File: src/rtl/vga_timing_if.sv
// Raster timing bundle from vga_timing to the renderer and VGA connector.
// Coordinates are 11-bit two's complement; blanking lives at negative values.
interface vga_timing_if;
  logic [10:0] pixelX;
  logic [10:0] pixelY;
  logic        pixelEnable;
  logic        lineStart;
  logic        frameStart;
  logic        hsync;
  logic        vsync;
  logic        vblank;
  logic        timerTick;

  modport master (
    output pixelX, pixelY, pixelEnable, lineStart, frameStart,
           hsync, vsync, vblank, timerTick
  );

  modport slave (
    input pixelX, pixelY, pixelEnable, lineStart, frameStart,
          hsync, vsync, vblank, timerTick
  );
endinterface

File: src/rtl/vga_timing.sv
// 640x480@60 raster timing with signed coordinates, so blanking sits at negative x/y.
// Define VGA_TIMER_TICK_EN to build the once-per-frame timerTick pulse; otherwise it is tied low.
module vga_timing #(
  parameter int CLK_DIV  = 2,
  parameter int H_ACTIVE = 640,
  parameter int H_FP     = 16,
  parameter int H_SYNC   = 96,
  parameter int H_BP     = 48,
  parameter int V_ACTIVE = 480,
  parameter int V_FP     = 10,
  parameter int V_SYNC   = 2,
  parameter int V_BP     = 33
) (
  input logic          clk,
  input logic          res,
  vga_timing_if.master vga
);
  localparam int HB    = H_FP + H_SYNC + H_BP;
  localparam int VB    = V_FP + V_SYNC + V_BP;
  localparam int DIV_W = (CLK_DIV > 1) ? $clog2(CLK_DIV) : 1;

  localparam logic [DIV_W-1:0] DIV_LAST = DIV_W'(CLK_DIV - 1);

  localparam logic signed [10:0] X_FIRST    = 11'(-HB);
  localparam logic signed [10:0] X_LAST     = 11'(H_ACTIVE - 1);
  localparam logic signed [10:0] X_SYNC_BEG = 11'(H_FP - HB);
  localparam logic signed [10:0] X_SYNC_END = 11'(-H_BP);
  localparam logic signed [10:0] Y_FIRST    = 11'(-VB);
  localparam logic signed [10:0] Y_LAST     = 11'(V_ACTIVE - 1);
  localparam logic signed [10:0] Y_SYNC_BEG = 11'(V_FP - VB);
  localparam logic signed [10:0] Y_SYNC_END = 11'(-V_BP);

  logic [DIV_W-1:0]   div_cnt;
  logic signed [10:0] pixel_x;
  logic signed [10:0] pixel_y;
  logic signed [10:0] x_next;
  logic signed [10:0] y_next;
  logic               tick;
  logic               line_end;
  logic               line_start;
  logic               hsync_q;
  logic               vsync_q;
  logic               hsync_next;
  logic               vsync_next;

  assign tick     = (div_cnt == DIV_LAST);
  assign line_end = tick && (pixel_x == X_LAST);

  always_comb begin
    // NOTE: defaults come first so every path assigns both outputs; a missing branch would infer a latch.
    x_next = pixel_x;
    y_next = pixel_y;
    if (tick) begin
      x_next = line_end ? X_FIRST : pixel_x + 11'sd1;
    end
    if (line_end) begin
      y_next = (pixel_y == Y_LAST) ? Y_FIRST : pixel_y + 11'sd1;
    end
  end

  // Sync levels are derived from the coordinates being loaded, so they change on the same edge.
  assign hsync_next = !((x_next >= X_SYNC_BEG) && (x_next < X_SYNC_END));
  assign vsync_next = !((y_next >= Y_SYNC_BEG) && (y_next < Y_SYNC_END));

  always_ff @(posedge clk) begin
    // NOTE: non-blocking assignments so every register samples the pre-edge values of the others.
    if (res) begin
      div_cnt <= '0;
      pixel_x <= X_FIRST;
      pixel_y <= Y_FIRST;
      hsync_q <= 1'b1;
      vsync_q <= 1'b1;
    end else begin
      div_cnt <= tick ? '0 : div_cnt + DIV_W'(1);
      pixel_x <= x_next;
      pixel_y <= y_next;
      hsync_q <= hsync_next;
      vsync_q <= vsync_next;
    end
  end

  assign line_start = tick && (pixel_x == X_FIRST);

  assign vga.pixelX      = pixel_x;
  assign vga.pixelY      = pixel_y;
  assign vga.pixelEnable = tick && !pixel_x[10] && !pixel_y[10];
  assign vga.lineStart   = line_start;
  assign vga.frameStart  = line_start && (pixel_y == Y_FIRST);
  assign vga.hsync       = hsync_q;
  assign vga.vsync       = vsync_q;
  assign vga.vblank      = pixel_y[10];

`ifdef VGA_TIMER_TICK_EN
  // Pulses once per frame, one clk after the first slot of the first visible line.
  logic timer_tick;

  always_ff @(posedge clk) begin
    if (res) begin
      timer_tick <= 1'b0;
    end else begin
      timer_tick <= line_start && (pixel_y == 11'sd0);
    end
  end

  assign vga.timerTick = timer_tick;
`else
  assign vga.timerTick = 1'b0;
`endif
endmodule

File: src/flat_wrapper.sv
// flat-port wrapper written by rule: the top's interface ports become plain ports
module vga_timing_flat 
#(
  parameter int CLK_DIV  = 2,
  parameter int H_ACTIVE = 640,
  parameter int H_FP     = 16,
  parameter int H_SYNC   = 96,
  parameter int H_BP     = 48,
  parameter int V_ACTIVE = 480,
  parameter int V_FP     = 10,
  parameter int V_SYNC   = 2,
  parameter int V_BP     = 33
)
  (clk, res, vga_pixelX, vga_pixelY, vga_pixelEnable, vga_lineStart, vga_frameStart, vga_hsync, vga_vsync, vga_vblank, vga_timerTick);
  vga_timing_if vga_i ();
  input logic clk;
  input logic res;
  output wire logic [$bits(vga_i.pixelX)-1:0] vga_pixelX;
  output wire logic [$bits(vga_i.pixelY)-1:0] vga_pixelY;
  output wire logic [$bits(vga_i.pixelEnable)-1:0] vga_pixelEnable;
  output wire logic [$bits(vga_i.lineStart)-1:0] vga_lineStart;
  output wire logic [$bits(vga_i.frameStart)-1:0] vga_frameStart;
  output wire logic [$bits(vga_i.hsync)-1:0] vga_hsync;
  output wire logic [$bits(vga_i.vsync)-1:0] vga_vsync;
  output wire logic [$bits(vga_i.vblank)-1:0] vga_vblank;
  output wire logic [$bits(vga_i.timerTick)-1:0] vga_timerTick;
  assign vga_pixelX = vga_i.pixelX;
  assign vga_pixelY = vga_i.pixelY;
  assign vga_pixelEnable = vga_i.pixelEnable;
  assign vga_lineStart = vga_i.lineStart;
  assign vga_frameStart = vga_i.frameStart;
  assign vga_hsync = vga_i.hsync;
  assign vga_vsync = vga_i.vsync;
  assign vga_vblank = vga_i.vblank;
  assign vga_timerTick = vga_i.timerTick;
  vga_timing #(.CLK_DIV(CLK_DIV), .H_ACTIVE(H_ACTIVE), .H_FP(H_FP), .H_SYNC(H_SYNC), .H_BP(H_BP), .V_ACTIVE(V_ACTIVE), .V_FP(V_FP), .V_SYNC(V_SYNC), .V_BP(V_BP)) u_core (.clk(clk), .res(res), .vga(vga_i));
endmodule
File: config.mk
export PLATFORM = sky130hd
export DESIGN_NAME = vga_timing_flat
export DESIGN_NICKNAME = d
export VERILOG_FILES = /design/src/rtl/vga_timing_if.sv /design/src/rtl/vga_timing.sv /design/src/flat_wrapper.sv
export SDC_FILE = /design/constraint.sdc
export NUM_CORES = 1
export LEC_CHECK = 0
export CELL_PAD_IN_SITES_DETAIL_PLACEMENT = 0
export CELL_PAD_IN_SITES_GLOBAL_PLACEMENT = 2
export CORE_MARGIN = 1
export CORE_UTILIZATION = 31
export DETAILED_ROUTE_END_ITERATION = 6
export GPL_TIMING_DRIVEN = 1
export PLACE_DENSITY_LB_ADDON = 0.1
export SYNTH_ARGS = -nofsm -noshare
export SYNTH_HDL_FRONTEND = slang
export SYNTH_SLANG_ARGS = --single-unit
File: constraint.sdc
create_clock -name clk -period 3.5 [get_ports clk]
set_input_delay 0.35 -clock clk [delete_from_list [all_inputs] [get_ports clk]]
set_output_delay 0.35 -clock clk [all_outputs]
set_load 0.1 [all_outputs]
# Word level (Yosys, flattened, before mapping)

Index checks and enable logic that the tools add are counted.

Bits in registers: 25
Output and inout bits: 29
Input bits: 2
Word-level logic and storage cells: 32

Reductions and logical operators: 12
Equality and inequality tests: 4
$lt $le $gt $ge: 4
$add $sub $neg: 3
Multiplexer cells: 4

Operator list:

| operator                | count |
|---|---|
| $mux W11                | 4 |
| $add A11 B2 Y11 const B | 2 |
| $lt A11 B7 Y1 const B   | 2 |
| $eq A11 B10 Y1 const B  | 1 |
| $eq A11 B11 Y1 const B  | 1 |
| $eq A11 B7 Y1 const B   | 1 |
| $eq A11 B9 Y1 const B   | 1 |
| $ge A11 B7 Y1 const B   | 1 |
| $ge A11 B9 Y1 const B   | 1 |
| $logic_and A1 B1 Y1     | 7 |
| $logic_not A1 Y1        | 4 |
| $reduce_or A2 Y1        | 1 |
| $add A1 B1 Y1 const B   | 1 |

# Depth between registers and ports, before layout

Depth in word-level cells: 7
Mapped depth: 7
Gate-level depth less buffers: 6

# Worst setup path after synthesis

OpenSTA, ideal clock, no wires.

Path type: register -> output
Start point: register u_core.pixel_x[5], in the netlist u_core.vga.pixelX[5]
End point: output port vga_frameStart
Path buffers: 1
Cell stages (with the launch flop): 7
Arrival: 4655 ps
Required time: 3150 ps
Slack: -1505 ps
Cell sequence: dfxtp_1 -> clkbuf_1 -> nand2_1 -> nor2_1 -> nand4_1 -> nor3_1 -> and2_1

Word-level cells in the longest chain between the ends: 3

RTL lines:

| element                 | line               | source |
|---|---|---|
| from (decl)             | vga_timing.sv:34   | `logic signed [10:0] pixel_x;` |
| from (signal assigned)  | vga_timing.sv:75   | `pixel_x <= x_next;` |
| $eq A11 B9 Y1           | vga_timing.sv:82   | `assign line_start = tick && (pixel_x == X_FIRST);` |
| $logic_and A1 B1 Y1     | vga_timing.sv:82   |  |
| named net vga_lineStart | flat_wrapper.sv:21 | `output wire logic [$bits(vga_i.lineStart)-1:0] vga_lineStart;` |
| $logic_and A1 B1 Y1     | vga_timing.sv:88   | `assign vga.frameStart = line_start && (pixel_y == Y_FIRST);` |
| to (decl)               | flat_wrapper.sv:22 | `output wire logic [$bits(vga_i.frameStart)-1:0] vga_frameStart;` |

The timed path passes the listed nets, and every way through them passes these cells.

# Worst setup path in the final report

Start point: register u_core.pixel_x[0], in the netlist u_core.vga.pixelX[0]
End point: register u_core.vsync_q, in the netlist u_core.vga.vsync

Word-level cells in the longest chain between the ends: 6
Elaborated cells between the ends (all ways): 7
Classes of those cells: order compare: 2; eq/ne: 1; mux: 1; reduce/logical: 3

RTL lines:

| element                                        | line             | source |
|---|---|---|
| $eq A11 B11 Y1 (*)                             | vga_timing.sv:47 | `assign line_end = tick && (pixel_x == X_LAST);` |
| $logic_and A1 B1 Y1 (*)                        | vga_timing.sv:47 |  |
| $mux W11 (*)                                   | vga_timing.sv:56 | `if (line_end) begin` |
| $ge A11 B7 Y1 or $lt A11 B7 Y1 (tied branches) | vga_timing.sv:63 | `assign vsync_next = !((y_next >= Y_SYNC_BEG) && (y_next < Y_SYNC_END));` |
| $logic_and A1 B1 Y1 (*)                        | vga_timing.sv:63 |  |
| $logic_not A1 Y1 (*)                           | vga_timing.sv:63 |  |
| to (signal assigned)                           | vga_timing.sv:78 | `vsync_q <= vsync_next;` |
| to (decl)                                      | vga_timing.sv:42 | `logic vsync_q;` |

Every way passes the cells marked *; elsewhere a longest branch is shown, timed or not.
A chain may end at the register's enable or synchronous reset.

==> impl_metrics.ini <==
[sta]
clock_skew_ps = 4.38
min_period_ps = 2700
period_share_pct = 77.1
worst_pin_slew_ps = 975
finalHoldViolations = 0
holdWs_ps = 551
maxSlewHeadroom_pct = 34.8
tns_ps = 0
max_freq_ghz = 0.371
maxSlewViolCount = 0
setup_violations = 0
grt_setup_unrepaired = false

[worst_setup_path]
crit_start = u_core.vga.pixelX[0]
path_delay_family = simple AND/OR/NAND/NOR gates
worst-path-buf-inv = 0
cp-start-kind = flip-flop
r2r_slack_ps = 800
cpPeakStageDelay_ps = 780
r2r-start = u_core.vga.pixelX[0]
setup.worst_path.end = u_core.vga.vsync
reg2reg_depth = 6
worst_ep_arrival_time_ps = 2840
slowest_stage = nor3_2
crit_chain = ha_1 > nand4_1 > nor3_2 > a21oi_1 > a2111oi_2 > o2111ai_1
cp_num_cells = 6
path_class = flip-flop to flip-flop
reg2reg_to = u_core.vga.vsync
worstSetupEndpointType = flip-flop
required_ps = 3640
crit_fanout = 11

[clock_network]
clk_latency_ps = 270
cts_setup_buffers = 0
clockBufferDepth = 2
cts_resized = 0
numCtsBuffers = 3
hold_buffers = 0
cts.sinks = 25
cts_tree = built
cts-root-buf = clkbuf_8
clk_pin_slew_ps = 90
htreeDepth = 1

[final_layout]
design_area_um2 = 1850
final_util_pct = 41.0
n_fill_cell = 475
nets = 212
area_growth_pct = 23.1
antennaDiodeCount = 0
drive_above_1_share_pct = 8.74

[routing]
dr.max_layer_used = met4
num_vias = 1455
first_pass_iters = 4
wl_met3_um = 223
ant_nets = 0
wl_met2_um = 1790
wl_met1_um = 2150
wl_um = 4170
dr.first_iter.drc_count = 148
viasPerCell = 5.64
drc = 0
wl_per_cell_um = 16.2

[die]
die_y_um = 71.5
core-area_um2 = 4500
die-area_um2 = 5120
pin_count = 31
row_count = 24
initial_utilization_pct = 33.3
die_w_um = 71.5

[outcome]
status = complete, no violations

[yosys]
synth_cells = 186
synth_area_leaders = dfxtp_1 33%, xor2_1 5.3%, nand2_1 5.0%
postSynthAreaPerCell_um2 = 8.06
syn_nets = 191
synth_cell_types = 45
ys.flop_type = dfxtp_1
async_reset_ff_share_pct = 0
ys_warn_count = 0
netlist.area_leader.share_pct = 33.4
ys_seq_elements = 25
synth_edf_count = 0
synth_common_cells = 25 x dfxtp_1, 20 x nand2_1, 15 x nor2_1, 14 x nand3_1
ys_seq_area_share_pct = 33.4
syn-cell-area_um2 = 1500
yosysMostFrequentCell = dfxtp_1
synth_largest_area_cell = dfxtp_1

[global_route]
grt_pass1_vias = 1290
grt_max_degree = 16
overflow = 0
grt.total_usage_pct = 17.2
antenna_found_initial = 0
grt_pass1_wl_um = 6920

[power]
leakage_nw = 0.662
powerDensity_nw_per_um2 = 286
peakVddDrop_mv = 0.135
p_total_mw = 0.528

[min_path]
min_path_type = flip-flop to flip-flop

[placed_design]
gp_congestion = 0.797
dpl.hpwl_um = 3060
placed_area_um2 = 1800
io_buffers = 29

[flow_run]
max-cap-violations = 0
[final cells by class]
cell class	instances	area [µm²]	share of cell area (%)
sequential	25	500	27.1
clock buffer	4	45.0	2.44
timing repair buffer	31	298	16.1
multi-input combinational	142	922	50.0
tap	52	65.1	3.53
inverter	4	15.0	0.814
[flip-flops by register name, summed over array words and instances (netlist names)]
name,cells
u_core.vga.pixelX,11
u_core.vga.pixelY,11
u_core.div_cnt,1
u_core.vga.hsync,1
u_core.vga.vsync,1
[logic make-up (layout without fill, tap and decap cells)]
kind of cell	count (synthesis)	count (layout)	share of synthesized area, %
buffers and inverters	19	39	6.26
multiplexers	1	1	0.668
XOR/XNOR	13	13	7.60
adder cells (fa/ha/maj)	3	3	2.50
AO/OA/AOI/OAI	26	26	12.6
other	1	1	0.250
AND/OR/NAND/NOR	98	98	36.7
flip-flops	25	25	33.4
[layout by cell type (no fill, tap or decap), types with 4 or more instances in the layout]
| master | n |
|---|---|
| a21oi_1 | 8 |
| buf_4 | 5 |
| clkdlybuf4s50_1 | 26 |
| dfxtp_1 | 25 |
| inv_1 | 4 |
| nand2_1 | 20 |
| nand3_1 | 14 |
| nand4_1 | 9 |
| nor2_1 | 15 |
| nor3_1 | 8 |
| nor4_1 | 4 |
| or3_1 | 4 |
| xnor2_1 | 4 |
| xor2_1 | 9 |
[worst min-delay path by stage]
stage / depth (start not counted) / slack (ps) / startpoint / end
floorplan: 1 / 430 / res / u_core.vga.pixelY[2]
global placement: 2 / 520 / u_core.vga.pixelX[1] / u_core.vga.pixelX[1]
detailed placement: 2 / 540 / u_core.vga.pixelX[1] / u_core.vga.pixelX[1]
CTS: 2 / 550 / u_core.vga.pixelX[1] / u_core.vga.pixelX[1]
global route: 2 / 580 / u_core.vga.pixelX[1] / u_core.vga.pixelX[1]
finish: 2 / 550 / u_core.vga.pixelX[1] / u_core.vga.pixelX[1]
[where the power goes]
| group | switching (mW) | internal [mW] |
|---|---|---|
| logic | 0.0468 | 0.0144 |
| clock network | 0.0928 | 0.0815 |
| registers | 0.00552 | 0.287 |
[metrics by stage]
stage          cells  setup slack (ps)
2_1_floorplan    186              67.9
3_3_place_gp     254               941
3_5_place_dp     254               796
4_1_cts          258               788
5_1_grt          258               515
6_report         258               802
[tightest hold or removal path: cells and delay by family (launching register included)]
| kind | cells | cell delay (ps) |
|---|---|---|
| AO/OA/AOI/OAI | 1 | 50 |
| AND/OR/NAND/NOR | 1 | 90 |
| flip-flops | 1 | 370 |
[routing by layer]
metal | GRT usage, % | up-vias
met3 | 2.25 | 2
met2 | 25.2 | 47
met1 | 26.4 | 695
met4 | 4.79 | 0
met5 | 0 | -
li1 | - | 711
Power figures use the tool's default switching activity.
